<file path="src/rtl/x_counter_ctrl.sv">
// -----------------------------------------------------------------------------
// x_counter_ctrl
//
// Up/down counter with a live terminal value and three terminal behaviours:
// wrap (reload and flag overflow), saturate (hold), and one-shot (hold and
// park in a DONE state until reloaded).
//
// Ports
//   i_clk       : clock, all state updates on the rising edge
//   i_rst       : synchronous active-high reset
//   i_en        : count enable, one step per enabled cycle
//   i_up        : direction, 1 = up, 0 = down
//   i_mode      : 0 = wrap, 1 = saturate, 2 = one-shot, 3 = treated as wrap
//   i_load      : synchronous load strobe
//   i_load_val  : value taken on load
//   i_limit     : up-count terminal value (down-count terminal is 0)
//   i_clr_ovf   : clears the sticky overflow flag
//   o_count     : registered count
//   o_tc        : one-cycle pulse in the cycle after a terminal event
//   o_done      : high while the one-shot FSM is in DONE
//   o_ovf       : sticky flag, set by a wrap at the terminal value
// -----------------------------------------------------------------------------
module x_counter_ctrl #(
    parameter int unsigned       WIDTH   = 32,
    parameter logic [WIDTH-1:0]  RST_VAL = '0
) (
    input  logic             i_clk,
    input  logic             i_rst,
    input  logic             i_en,
    input  logic             i_up,
    input  logic [1:0]       i_mode,
    input  logic             i_load,
    input  logic [WIDTH-1:0] i_load_val,
    input  logic [WIDTH-1:0] i_limit,
    input  logic             i_clr_ovf,
    output logic [WIDTH-1:0] o_count,
    output logic             o_tc,
    output logic             o_done,
    output logic             o_ovf
);

    typedef enum logic {
        ST_RUN  = 1'b0,
        ST_DONE = 1'b1
    } state_e;

    localparam logic [1:0]       MODE_SAT     = 2'd1;
    localparam logic [1:0]       MODE_ONESHOT = 2'd2;
    localparam logic [WIDTH-1:0] ONE          = {{(WIDTH-1){1'b0}}, 1'b1};

    state_e           state_q, state_d;
    logic [WIDTH-1:0] count_q, count_d;
    logic             tc_q, tc_d;
    logic             ovf_q, ovf_d;
    logic             ovf_set;
    logic             at_tc;

    // Terminal condition uses the direction presented this cycle, so a
    // direction flip is seen immediately.
    assign at_tc = (i_up && (count_q == i_limit)) || (!i_up && (count_q == '0));

    // NOTE: every signal assigned here gets a default first so no path
    // leaves it unassigned; that is what keeps this block free of latches.
    always_comb begin
        state_d = state_q;
        count_d = count_q;
        tc_d    = 1'b0;
        ovf_set = 1'b0;

        if (i_load) begin
            // Load overrides stepping and always re-arms the one-shot.
            count_d = i_load_val;
            state_d = ST_RUN;
        end else if (state_q == ST_RUN && i_en) begin
            if (!at_tc) begin
                // Modulo arithmetic: a count above the limit simply rolls
                // through all-ones to zero without being a terminal event.
                count_d = i_up ? count_q + ONE : count_q - ONE;
            end else begin
                tc_d = 1'b1;
                case (i_mode)
                    MODE_SAT:     count_d = count_q;
                    MODE_ONESHOT: state_d = ST_DONE;
                    default: begin
                        count_d = i_up ? '0 : i_limit;
                        ovf_set = 1'b1;
                    end
                endcase
            end
        end
        // DONE (without a load) falls through: count and state hold.

        // A new overflow beats a clear arriving in the same cycle.
        ovf_d = ovf_set | (ovf_q & ~i_clr_ovf);
    end

    // NOTE: state registers use non-blocking assignments so every register
    // samples the values from before this edge, independent of statement order.
    always_ff @(posedge i_clk) begin
        if (i_rst) begin
            state_q <= ST_RUN;
            count_q <= RST_VAL;
            tc_q    <= 1'b0;
            ovf_q   <= 1'b0;
        end else begin
            state_q <= state_d;
            count_q <= count_d;
            tc_q    <= tc_d;
            ovf_q   <= ovf_d;
        end
    end

    assign o_count = count_q;
    assign o_tc    = tc_q;
    assign o_done  = (state_q == ST_DONE);
    assign o_ovf   = ovf_q;

endmodule

</file>
<file path="config.mk">
export PLATFORM = sky130hd
export DESIGN_NAME = x_counter_ctrl
export DESIGN_NICKNAME = d
export VERILOG_FILES = /design/src/rtl/x_counter_ctrl.sv
export SDC_FILE = /design/constraint.sdc
export NUM_CORES = 1
export LEC_CHECK = 0
export ABC_AREA = 1
export CORE_UTILIZATION = 50
export CTS_CLUSTER_SIZE = 25
export DETAILED_ROUTE_END_ITERATION = 10
export GPL_ROUTABILITY_DRIVEN = 0
export PLACE_DENSITY = 0.84
export SYNTH_ARGS = -nofsm -noshare
export SYNTH_HDL_FRONTEND = slang
export SYNTH_SLANG_ARGS = --single-unit
</file>
<file path="constraint.sdc">
create_clock -name i_clk -period 6.7 [get_ports i_clk]
set_input_delay 1.675 -clock i_clk [delete_from_list [all_inputs] [get_ports i_clk]]
set_output_delay 1.675 -clock i_clk [all_outputs]
set_load 0.01 [all_outputs]
</file>
* After elaboration in Yosys (flattened, before gate mapping)
Index checks and enable logic that the tools add are counted.
** Storage, ports and cells
- Register bits :: 35
- Input bits :: 72
- Word-level logic and storage cells :: 38
** Operators by class
- Add/subtract/negate cells :: 2
- Mux-type cells :: 11
- Reductions and logical operators :: 12
- Bitwise gates (word level) :: 5
- Eq/ne operators :: 4
** Operator list (count)
- 32-bit 2-to-1 mux :: 6
- 32-bit by 1-bit adder with 32-bit output, second input constant :: 1
- 32-bit equality test :: 1
- 32-bit logical NOT :: 1
- 32-bit by 1-bit subtractor with 32-bit output, second input constant :: 1
- 1-bit 2-to-1 mux :: 5
- 2-bit OR reduction :: 2
- 1-bit logical AND :: 3
- 3-bit != test, second input constant :: 1
- 1-bit NOT :: 3
- 3-bit AND reduction :: 1
- 3-bit OR reduction :: 1
- 2-bit by 1-bit equality test with 1-bit output, second input constant :: 1
- 2-bit equality test, second input constant :: 1
- 2-bit AND reduction :: 1
- 2-bit nonzero test :: 1
- 1-bit bitwise AND :: 1
- 1-bit logical NOT :: 1
- 1-bit logical OR :: 1
- 1-bit OR :: 1

* Longest topological paths before layout
- Word-level depth :: 7
- Mapped depth :: 18
- Gate-level depth less buffers :: 17

* Least setup slack after synthesis
Ideal clock, no wire load.
- Path type :: input to register
- Start :: input port i_up
- End :: register count_q[15], in the netlist o_count[15]
- Arrival :: 4.252 ns
- Stages on the path :: 13
- Buffers on the path :: 1
- Data required time :: 6.585 ns
- Setup time :: 0.115 ns
- Slack :: 2.333 ns
- Cell sequence :: clkinv_1 > clkbuf_1 > ha_1 > or2_2 > nand3_1 > nand2_1 > nand2_1 > nand3_1 > xor2_1 > nand2_1 > nand3_1 > a21oi_1 > nor2_1
** On the way
- Cells in the longest elaborated chain, start to end :: 6
** RTL lines
- from (decl) :: line 30 : input logic i_up,
- 1-bit logical NOT :: line 60 : assign at_tc = (i_up && (count_q == i_limit)) || (!i_up && (count_q == '0));
- 1-bit logical AND :: line 60
- 1-bit logical OR :: line 60
- 32-bit 2-to-1 mux :: line 75 : if (!at_tc) begin
- 32-bit 2-to-1 mux :: line 74 : end else if (state_q == ST_RUN && i_en) begin
- 32-bit 2-to-1 mux :: line 70 : if (i_load) begin
- to (signal assigned) :: line 107 : count_q <= count_d;
- to (decl) :: line 52 : logic [WIDTH-1:0] count_q, count_d;
Several ways; a longest one is shown, not always the timed one. The select of a mux whose other input is x is not followed.
A chain may end at the register's enable or synchronous reset.

* Final worst setup path
- Start :: input port i_up
- End :: register count_q[29], in the netlist o_count[29]
The elaborated chain is that of the path after synthesis.

==> flow_summary_export.csv <==
group,metric,value,unit
worst_setup_path,reg2reg_from,"o_count[8]",
layout,fill_cells,1021,
yosys,yosysSeqAreaShare,12.9,%
drt,drc,0,
place,dpl_cell_area,6560,sq um
yosys,async_flop_share,0,%
die,rows,37,
clock_tree,cts_setup_buffers,0,
worst_setup_path,critical_path.max_fanout,47,
clock_tree,htreeDepth,2,
clock_tree,cts_root_buf,"clkbuf_8",
sta,fin_ws,2.09,ns
place,dp.final_hpwl,14800,um
power_and_ir_drop,cellPowerDensity,165,nW/um^2
global_route,met2_usage,55.1,%
place,place_ws,1.86,ns
die,initial_core_util,52.1,%
die,ios,107,
drt,vias,6968,
worst_setup_path,crit_chain,"clkdlybuf4s50_1 -> inv_2 -> buf_4 -> ha_1 -> nand2_1 -> nand2_1 -> nand3_1 -> nand2_1 -> nand2_1 -> nand2_1 -> nand3_1 -> nand2_1 -> nand2_1 -> nand3_1 -> nand2_1 -> nand2_1 -> a21oi_1",
global_route,grt_pass1_wl,30800,um
worst_setup_path,critical_path.max_stage_delay,0.74,ns
hold_path,hold_end,"o_ovf",
global_route,grt_util_met3,5.76,%
layout,final_area,6690,sq um
drt,routedWlPerCell,14.7,um
yosys,synth_cells,1071,
power_and_ir_drop,p_comb_share,52.9,%
worst_setup_path,slowest_stage,"inv_2",
clock_tree,numCtsBuffers,5,
die,core,10400,sq um
power_and_ir_drop,p_leak,3.61,nW
power_and_ir_drop,netSwitchingFraction,44.4,%
sta,fin_skew,0.00717,ns
sta,hold_viol,0,
global_route,grt_max_degree,58,
clock_tree,path_clk_slew,0.09,ns
sta,fmax,217,MHz
sta,period_minus_slack,4.61,ns
worst_setup_path,cp-start-kind,"input pin",
yosys,synthesis.nets,1175,
yosys,synth.avg_cell_area,5.07,sq um
global_route,overflow,0,
worst_setup_path,crit_type,"input pin to flip-flop",
drt,viasPerCell,5.37,
die,dieArea,11300,sq um
worst_setup_path,ff2ff_setup_slack,3.91,ns
worst_setup_path,crit_top_cell,"nand2_1",
clock_tree,cts_resized,0,
drt,drt_iter0_markers,631,
die,die_w,106,um
layout,drive_gt1_share,2.58,%
layout,seq_area,701,sq um
power_and_ir_drop,ir_drop,114,uV
drt,routed_wl,19100,um
hold_path,hold_path_class,"flip-flop to flip-flop",
worst_setup_path,required,6.93,ns
place,io_buffers,106,
power_and_ir_drop,intPower,0.616,mW
power_and_ir_drop,power.switching,0.491,mW
global_route,grt.busiest_layer,"met2",
worst_setup_path,cp_top_family,"buffers and inverters",
clock_tree,clkLatencyLatePin,0.31,ns
sta,setup_violations,0,
status,outcome,"finished, final reports clean",
sta,tns,0,ns
worst_setup_path,cp-end-kind,"flip-flop",
hold_path,min_path_cells,2,
global_route,grt_pass1_vias,6285,
worst_setup_path,cp.arrival,4.84,ns
run,drv_cap,0,
yosys,ys_ff_latch,35,
layout,diodes,0,
drt,first_pass_iters,6,
yosys,netlist_area,5430,sq um
layout,multi_input_area,3900,sq um
global_route,track_usage,34.6,%
die,die_h,106,um
layout,syn_to_final_growth,23.2,%
layout,fin_nets,1265,
sta,worst_slew_pin_slew,1.26,ns
yosys,synthFlopType,"dfxtp_1",
clock_tree,clkSinkCount,35,
sta,rsz0062_at_grt,"no",
global_route,gr-usage-met1,45.4,%
yosys,synth_edf_count,0,
sta,period_share,68.8,%
worst_setup_path,critPathBufInv,3,
sta,slew_headroom,15.8,%
yosys,yosys_warnings,0,
worst_setup_path,reg2reg_to,"o_count[26]",
power_and_ir_drop,clockPowerShare,22.1,%
worst_setup_path,worst-r2r-cell-count,9,
clock_tree,hold_buffers,0,
power_and_ir_drop,power.share.sequential,25.0,%
global_route,grt_antenna_before_repair,0,
hold_path,hp-start,"o_ovf",
place,dp.cells,1290,
clock_tree,cts_buffer_depth,2,
yosys,synth_cell_types,30,
sta,slew_violations,0,
layout,final_cells,1298,
clock_tree,cts_tree,"done",
drt,ant_nets,0,
## power by group through the flow
stage | Combinational, mW | Sequential [mW] | Clock [mW]
after floorplan | 0.375 | 0.271 | 0
after global placement | 0.566 | 0.279 | 0
after detailed placement | 0.571 | 0.279 | 0
after CTS | 0.576 | 0.274 | 0.243
after global routing | 0.653 | 0.278 | 0.251
final | 0.585 | 0.276 | 0.245
## cell families (layout without fill, tap and decap cells)
group	Yosys count	in the layout	share of synthesized area [%]
adders and majority gates	32	32	7.51
xor gates and xnor gates	31	31	5.00
and+or+nand+nor	683	683	52.1
AOI/OAI and AO/OA	75	75	7.10
buffers and inverters	215	306	15.3
DFF	35	35	12.9
## metal layers
layer | share of wire (%) | vias to the layer above
met5 | 0 | -
met4 | 4.8 | 0
met3 | 9.5 | 68
met2 | 43 | 390
met1 | 43 | 3028
li1 | - | 3482
## how the worst max path moves through the flow
stage	cells after the start	from	end	slack, ns
detailed placement	17	i_up	o_count[29]	1.86
global route	17	i_up	o_count[25]	1.81
finish	17	i_up	o_count[29]	2.09
CTS	17	i_up	o_count[29]	2.15
global placement	17	i_up	o_count[29]	1.95
floorplan	13	i_up	o_count[15]	2.33
## synthesized netlist by cell type, types with 2 or more instances
library cell | n | area (sq um)
nand2_1 | 390 | 1460
inv_1 | 186 | 698
nor2_1 | 133 | 499
nand3_1 | 108 | 541
a21oi_1 | 50 | 250
dfxtp_1 | 35 | 701
ha_1 | 31 | 388
nand4_1 | 23 | 144
o21ai_1 | 17 | 85.1
xor2_1 | 16 | 140
xnor2_1 | 15 | 131
or2_2 | 13 | 81.3
clkbuf_1 | 12 | 45.0
buf_2 | 9 | 45.0
nor3_1 | 6 | 30.0
and2_1 | 4 | 25.0
o21ai_0 | 4 | 20.0
inv_2 | 3 | 11.3
o21bai_1 | 3 | 22.5
buf_4 | 2 | 15.0
nor4_1 | 2 | 12.5
## cell usage in the layout, fill, tap and decap left out, drive strengths merged
cell           synthesis  layout
xnor2                 15      15
bufinv                 0       2
o21ai                 21      21
and2                   4       4
fa                     1       1
nor2                 133     133
nand3b                 1       1
nand2                392     392
clkbuf                12       6
a21oi                 50      50
clkdlybuf4s50          0     106
xor2                  16      16
nand4                 23      23
clkinv                 1       1
buf                   13       2
or2                   13      13
nor3                   6       6
o21bai                 3       3
nand3                109     109
o31ai                  1       1
dfxtp                 35      35
ha                    31      31
inv                  189     189
nor4                   2       2
## per-stage QoR
step           utilization (%)  hold WS, ns  total power [mW]
4_1_cts                   64.2        0.478              1.09
6_report                  64.2        0.472              1.11
2_1_floorplan                -        0.487             0.646
5_1_grt                   64.2        0.502              1.18
3_5_place_dp              63.0        0.465             0.850
3_3_place_gp              63.0        0.458             0.845
## state kept, by name, summed over array words and instances, names as in the netlist
register  flops
o_ovf         1
o_done        1
o_count      32
o_tc          1
## worst min-delay path: stages, from the launching register on
cell	delay, ns
dfxtp_1	0.32
nand2_1	0.06
a21oi_1	0.06
## layout make-up
class,count,share of cell area [%]
Clock buffer,6,1.08
Timing Repair Buffer,108,16.1
Clock inverter,2,0.898
Inverter,190,10.7
Sequential cell,35,10.5
Multi-Input combinational cell,821,58.3
Tap cell,136,2.54
Power figures use the tool's default switching activity.
